`src/rtl/serial_adder_ctrl.sv`:
```
// rtl/serial_adder_ctrl.sv - bit-serial add/subtract sequencer around a single full-adder cell

module FA (
    input  logic a_in,
    input  logic b_in,
    input  logic c_in,
    output logic sum,
    output logic carry
);
    assign sum   = a_in ^ b_in ^ c_in;
    assign carry = (a_in & b_in) | (a_in & c_in) | (b_in & c_in);
endmodule

module serial_adder_ctrl #(
    parameter int WIDTH = 8
) (
    input  logic             clk,
    input  logic             rst_n,
    input  logic             start_in,
    input  logic             sub_in,
    input  logic [WIDTH-1:0] a_in,
    input  logic [WIDTH-1:0] b_in,
    input  logic             c_in,
    output logic             ready_out,
    output logic             busy_out,
    output logic             done_out,
    output logic [WIDTH-1:0] sum_out,
    output logic             carry_out,
    output logic             ovf_out
);
    localparam int CW = $clog2(WIDTH);
    localparam logic [CW-1:0] CNT_LAST   = CW'(WIDTH - 1);
    localparam logic [CW-1:0] CNT_MSB_IN = CW'(WIDTH - 2);

    typedef enum logic [1:0] {IDLE, RUN, DONE} state_t;

    state_t           state_q, state_d;
    logic [WIDTH-1:0] a_q, a_d;
    logic [WIDTH-1:0] b_q, b_d;
    logic [WIDTH-1:0] res_q, res_d;
    logic [CW-1:0]    cnt_q, cnt_d;
    logic             carry_q, carry_d;
    logic             cmsb_q, cmsb_d;
    logic             sub_q, sub_d;
    logic [WIDTH-1:0] sum_q, sum_d;
    logic             cout_q, cout_d;
    logic             ovf_q, ovf_d;

    logic             fa_sum;
    logic             fa_carry;
    logic [WIDTH-1:0] res_shift;

    FA u_fa (
        .a_in  (a_q[0]),
        .b_in  (b_q[0]),
        .c_in  (carry_q),
        .sum   (fa_sum),
        .carry (fa_carry)
    );

    assign res_shift = {fa_sum, res_q[WIDTH-1:1]};

    always_comb begin
        state_d = state_q;
        a_d     = a_q;
        b_d     = b_q;
        res_d   = res_q;
        cnt_d   = cnt_q;
        carry_d = carry_q;
        cmsb_d  = cmsb_q;
        sub_d   = sub_q;
        sum_d   = sum_q;
        cout_d  = cout_q;
        ovf_d   = ovf_q;

        case (state_q)
            IDLE, DONE: begin
                state_d = IDLE;
                if (start_in) begin
                    // Subtract is A + ~B + 1, so the carry seeds the +1
                    a_d     = a_in;
                    b_d     = sub_in ? ~b_in : b_in;
                    carry_d = sub_in ? 1'b1 : c_in;
                    sub_d   = sub_in;
                    cnt_d   = '0;
                    state_d = RUN;
                end
            end
            RUN: begin
                res_d   = res_shift;
                a_d     = a_q >> 1;
                b_d     = b_q >> 1;
                carry_d = fa_carry;
                cnt_d   = cnt_q + CW'(1);
                if (cnt_q == CNT_MSB_IN) begin
                    cmsb_d = fa_carry;
                end
                if (cnt_q == CNT_LAST) begin
                    sum_d   = res_shift;
                    cout_d  = fa_carry;
                    ovf_d   = cmsb_q ^ fa_carry;
                    state_d = DONE;
                end
            end
            default: state_d = IDLE;
        endcase
    end

    always_ff @(posedge clk) begin
        if (!rst_n) begin
            state_q <= IDLE;
            a_q     <= '0;
            b_q     <= '0;
            res_q   <= '0;
            cnt_q   <= '0;
            carry_q <= 1'b0;
            cmsb_q  <= 1'b0;
            sub_q   <= 1'b0;
            sum_q   <= '0;
            cout_q  <= 1'b0;
            ovf_q   <= 1'b0;
        end else begin
            state_q <= state_d;
            a_q     <= a_d;
            b_q     <= b_d;
            res_q   <= res_d;
            cnt_q   <= cnt_d;
            carry_q <= carry_d;
            cmsb_q  <= cmsb_d;
            sub_q   <= sub_d;
            sum_q   <= sum_d;
            cout_q  <= cout_d;
            ovf_q   <= ovf_d;
        end
    end

    // Mode bit is kept for observability; borrow sense needs no special handling
    logic unused_mode;
    assign unused_mode = sub_q;

    assign ready_out = (state_q == IDLE) || (state_q == DONE);
    assign busy_out  = (state_q == RUN);
    assign done_out  = (state_q == DONE);
    assign sum_out   = sum_q;
    assign carry_out = cout_q;
    assign ovf_out   = ovf_q;
endmodule

```
`config.mk`:
```
export PLATFORM = sky130hd
export DESIGN_NAME = serial_adder_ctrl
export DESIGN_NICKNAME = d
export VERILOG_FILES = /design/src/rtl/serial_adder_ctrl.sv
export SDC_FILE = /design/constraint.sdc
export NUM_CORES = 1
export LEC_CHECK = 0
export CORE_ASPECT_RATIO = 1.75
export CORE_MARGIN = 3
export CORE_UTILIZATION = 50
export DETAILED_ROUTE_END_ITERATION = 10
export GPL_TIMING_DRIVEN = 0
export HOLD_SLACK_MARGIN = 0.1
export PLACE_DENSITY = 0.78
export SKIP_LAST_GASP = 1
export SLEW_MARGIN = 20
export SYNTH_ARGS = -nofsm -noshare
export SYNTH_HDL_FRONTEND = slang
export SYNTH_HIERARCHICAL = 1
export SYNTH_SLANG_ARGS = --single-unit
```
`constraint.sdc`:
```
create_clock -name clk -period 1.49 [get_ports clk]
set_input_delay 0.447 -clock clk [delete_from_list [all_inputs] [get_ports clk]]
set_output_delay 0.447 -clock clk [all_outputs]
set_load 0.01 [all_outputs]
```
# Word-level counts from Yosys, hierarchy flattened
# Cells that the tools add are included.
# W data, S select, Z words.
# word_totals
input_bits	21
register_bits	41
out_inout_bits	13
elab_cells	46
# op_classes
bitwise_logic	9
n_mux	13
reduce_logical	7
n_eq_ne	6
add_sub_neg	1
# ops
op	n
$pmux W8 S2	2
$mux W8	3
$not A8 Y8	1
$eq A3 B3 Y1 const B	2
$pmux W3 S2	1
$reduce_and A2 Y1	3
$pmux W2 S2	1
$add A3 B1 Y3 const B	1
$and A1 B1 Y1	3
$mux W1	3
$mux W3	1
$xor A1 B1 Y1	3
$eq A2 B1 Y1 const B	1
$eq A2 B2 Y1 const B	1
$logic_not A2 Y1	1
$mux W2	1
$ne A2 B1 Y1 const B	1
$ne A2 B2 Y1 const B	1
$or A1 B1 Y1	2
$pmux W1 S2	1
$reduce_bool A2 Y1	1
$reduce_or A2 Y1	1
$logic_or A1 B1 Y1	1

# Logic depth before layout (Yosys ltp)
# depth
ltp_word	4
mapped_depth	6
mapped_depth_nobuf	5

# Cells and area by module
# The synthesis kept the hierarchy.
# modules_own_cells
mod	instances	cells_per_inst	area_each_um2
serial_adder_ctrl	1	195	1651.6
FA	1	1	20.0

# Least setup slack after synthesis
# No wires, ideal clock.
# synth_path
kind	reg-to-reg
from	register cnt_q[0]
to	register ovf_q, in the netlist ovf_out
path_stages_with_launch	6
path_buffers	1
setup_ns	0.086
t_arrival_ns	1.175
required_time_ns	1.404
slack_ns	0.229
path_cell_list	dfxtp_1 ha_1 ha_1 and3b_1 buf_2 a211oi_1
# synth_between
elab_chain_cells	2
# synth_rtl
element	line	text
start, declared	41	logic [CW-1:0] cnt_q, cnt_d;
start signal, assigned	127	cnt_q <= cnt_d;
$eq A3 B3 Y1	98	if (cnt_q == CNT_LAST) begin
$reduce_and A2 Y1 (no line)	-	
end signal, assigned	133	ovf_q <= ovf_d;
end, declared	47	logic ovf_q, ovf_d;
# No other way between the ends.
# A chain may end at the register's enable or synchronous reset.

# Final worst setup path
# layout_path
from	register state_q[1]
to	output port busy_out
# layout_between
elab_chain_cells	1
# layout_rtl
element	line	text
start, declared	37	state_t state_q, state_d;
start signal, assigned	123	state_q <= state_d;
$eq A2 B1 Y1	142	assign busy_out = (state_q == RUN);
end, declared	25	output logic busy_out,
# No other way between the ends.

==> results.md <==
Outcome:
- The run finished with clean final reports.

Worst setup path:
- STA classifies the critical path endpoint as a primary output.
- The register-to-register path setup slack is 0.11 ns.
- In this run the critical register-to-register path is captured at carry_out.
- The worst setup path is of the reg2out kind.
- At the worst endpoint, the required time is 1.04 ns.
- The startpoint identified for the worst register-to-register timing path is cnt_q[0].
- STA classifies the critical path startpoint as a register.
- Data on the critical path arrives at its endpoint at 1.03 ns.
- The peak fanout along the critical path is 4.
- The worst reg-to-reg path cell count is 6.

Timing:
- The final hold violation count is 0.
- The final critical path time including I/O delays and setup is 1.47 ns.
- The setup clock skew after layout is 0.00184 ns.
- The number of max-slew violations in the final report is 0.
- On the final layout, the worst hold slack is 0.451 ns.
- In this run the tightest slew margin relative to its limit is 0.652.
- The top achievable clock speed is 0.679 GHz.
- At the pin with the least slew margin, the transition time is 0.522 ns.
- Setup repair after global routing could not meet its margin everywhere.
- The final worst-path cycle share is 0.989.
- Setup violations remaining at the end of the flow were counted as 0.

Job:
- The number of maximum-capacitance constraint violations is 0.

Hold path:
- In this run the most critical hold path is launched from sum_out[2].
- The class of the tightest hold or removal check is reg2reg.
- Along the worst hold path, the cell count comes to 2.
- The path with the worst hold slack has its endpoint at sum_out[2].

Clocking:
- The clock tree synthesis step divided the H-tree into 2 levels.
- The number of hold buffers added after cts is 0.
- The TritonCTS clock tree is built.
- The tree is rooted in a sky130_fd_sc_hd__clkbuf_8.
- The number of clock sinks seen by CTS is 40.
- After clock tree synthesis, the clock-pin slew on the worst setup and hold paths is 0.08 ns.
- The clock passes through at most 2 buffers.
- The number of buffers added by the clock tree synthesis step is 5.
- The source-to-sink clock delay at the later pin of the worst-skew pair is 0.30 ns.

Drt:
- Detailed routing inserted a total of 1,505 vias.
- The average routed wire per standard cell is 13.6 um.
- In this run the remaining antenna-violating nets after routing total 0.
- The average vias per placed instance is 5.39.
- Before antenna repair, the detailed router went through 4 iterations.
- The number of violations reported at the end of detailed-routing iteration 0 is 34.
- For this run, design rule violations remaining after detail routing come to 0.
- For this block, the routed nets add up to 3800 um of wire.

Floorplanning:
- The area of the die is 4100 um^2.
- The floorplan step set the die width to 49.7 um.
- The initialized floorplan defines 27 standard-cell rows.
- The number of top-level pins is 34.
- The floorplan step defined a core boundary enclosing 3180 um^2.
- The initial core utilization is 0.526.
- The y dimension of the die is 82.5 um.

Synth:
- The average cell area after synthesis is 8.53 um^2.
- The Yosys step of the flow raised 6 warnings.
- Synthesis produced a netlist whose cell count is 196.
- Summing every instance area after synthesis gives 1670 um^2.
- The number of unique standard cell types used by synthesis is 26.
- The share of synthesized area occupied by flip-flops and latches is 0.479.
- After synthesis the netlist holds a flip-flop and latch count of 40.
- The number of nets handed over by synthesis was 221.

Global route:
- The via count of the first global-routing pass is 1,405.
- The total global routing track utilization is 0.208.
- The remaining global-route overflow is 0.
- The first global-routing pass estimated 6390 um of wire.
- Entering global routing, the biggest net connects 18 pins.
- The number of antenna violations at the first check in global routing is 0.

Power and ir drop:
- IR analysis of the VDD net gives a maximum drop of 980 uV.
- The static power due to leakage is 0.000838 uW.
- Power spread over the standard cell area amounts to 1100 nW/um^2.

Place:
- The count of port buffers added during placement is 32.
- The post-detailed-placement half-perimeter wirelength is 2680 um.
- Summing all placed instances gives a cell area of 2050 um^2.
- The final weighted congestion in routability-driven placement is 0.780.

Final layout:
- In the final layout, the share of cells above drive strength 1 is 0.114.
- The repair_antennas step left the layout with diodes totalling 0.
- The final non-filler cell area is 2170 um^2.
- From synthesis to final layout, the design area changed by 29.9%.
- Leaving out fill and tap cells, the most frequent cells in the layout are 38 x sky130_fd_sc_hd__nand2_1, 38 x sky130_fd_sc_hd__dfxtp_1, 36 x sky130_fd_sc_hd__a21oi_1.
- The final layout net count is 260.
## per-stage QoR
| step | std cells | worst slack, ns | TNS [ns] | power (uW) | util |
|---|---|---|---|---|---|
| 6_report | 279 | 0.0167 | 0 | 2400 | 0.684 |
| 5_1_grt | 279 | -0.00831 | -0.00831 | 2480 | 0.684 |
| 4_1_cts | 279 | -0.113 | -0.113 | 2400 | 0.682 |
| 3_5_place_dp | 271 | -0.409 | -4.99 | 1450 | 0.644 |
| 3_3_place_gp | 271 | -0.391 | -4.86 | 1440 | 0.644 |
| 2_1_floorplan | 196 | 0.229 | 0 | 1340 | - |
## layer usage
metal  part of all wire  GRT usage  routed length (um)  vias up
met4              0.021      0.108                  78        0
met2               0.57      0.412                2160       31
met5                  0          0                   0        -
met1               0.38      0.198                1440      717
met3              0.032     0.0395                 121        8
li1                   -          -                   -      749
## report_power, final
part | switching, uW | internal, uW | leakage [uW]
logic | 152 | 132 | 0.000447
registers | 30.4 | 1110 | 0.000327
clock network | 379 | 591 | 0.0000645
total | 562 | 1830 | 0.000838
## sequential cells by signal, indices dropped and copies added (netlist names)
| signal | flops |
|---|---|
| a_q | 8 |
| b_q | 8 |
| sum_out | 8 |
| res_q | 7 |
| cnt_q | 3 |
| state_q | 2 |
| carry_out | 1 |
| carry_q | 1 |
| cmsb_q | 1 |
| ovf_out | 1 |
## cells in the mapped netlist
library cell,n,area [um^2]
sky130_fd_sc_hd__a211oi_1,1,7.51
sky130_fd_sc_hd__a21oi_1,36,180
sky130_fd_sc_hd__a22oi_1,14,105
sky130_fd_sc_hd__a31oi_1,1,6.26
sky130_fd_sc_hd__and3b_1,1,8.76
sky130_fd_sc_hd__buf_2,4,20.0
sky130_fd_sc_hd__buf_4,6,45.0
sky130_fd_sc_hd__buf_6,1,11.3
sky130_fd_sc_hd__clkbuf_1,4,15.0
sky130_fd_sc_hd__clkinv_2,1,5.00
sky130_fd_sc_hd__dfxtp_1,40,801
sky130_fd_sc_hd__fa_1,1,20.0
sky130_fd_sc_hd__ha_1,3,37.5
sky130_fd_sc_hd__inv_1,3,11.3
sky130_fd_sc_hd__nand2_1,38,143
sky130_fd_sc_hd__nand2b_1,2,12.5
sky130_fd_sc_hd__nand2b_2,1,8.76
sky130_fd_sc_hd__nand3_1,20,100
sky130_fd_sc_hd__nand3b_1,1,7.51
sky130_fd_sc_hd__nand4_1,1,6.26
sky130_fd_sc_hd__nor2_1,3,11.3
sky130_fd_sc_hd__nor2b_1,2,12.5
sky130_fd_sc_hd__o21a_1,1,7.51
sky130_fd_sc_hd__o21ai_0,2,10.0
sky130_fd_sc_hd__xnor2_1,1,8.76
sky130_fd_sc_hd__xor2_1,8,70.1
## kinds of logic after synthesis
logic type / count (synthesis) / synth area share
AND/OR/NAND/NOR: 69 / 0.186
AO/OA/AOI/OAI: 55 / 0.189
flip-flops: 40 / 0.479
buffers and inverters: 19 / 0.0644
XOR/XNOR: 9 / 0.0472
adder cells (fa/ha/maj): 4 / 0.0344
## timing repair
action	4_1_cts	5_1_grt
pin swaps	0	1
gates resized for setup	18	7
setup buffers	1	1
setup endpoints to repair	14	18
cloned	0	0
endpoints found under the hold margin	0	0
## how the worst max path moves through the flow
| stage | from | to | slack, ns |
|---|---|---|---|
| 2_1_floorplan | cnt_q[0] | ovf_out | 0.23 |
| 3_3_place_gp | state_q[0] | busy_out | -0.39 |
| 3_5_place_dp | state_q[0] | busy_out | -0.41 |
| 4_1_cts | state_q[1] | busy_out | -0.11 |
| 5_1_grt | state_q[1] | busy_out | -0.008 |
| 6_report | state_q[1] | busy_out | 0.02 |
## area by class of cell
type,instances,area [um^2]
Fill cell,286,1000
Sequential cell,40,806
Multi-Input combinational cell,137,773
Timing Repair Buffer,34,312
Clock buffer,7,96.3
Buffer,13,81.3
Tap cell,43,53.8
Clock inverter,1,30.0
Inverter,4,20.0
## critical path, stage by stage (launching register included)
cell and delay, ns:
sky130_fd_sc_hd__dfxtp_2 0.34, sky130_fd_sc_hd__nand2b_2 0.21, sky130_fd_sc_hd__clkinv_4 0.06, sky130_fd_sc_hd__clkbuf_2 0.12
(Power assumes the default switching activity.)
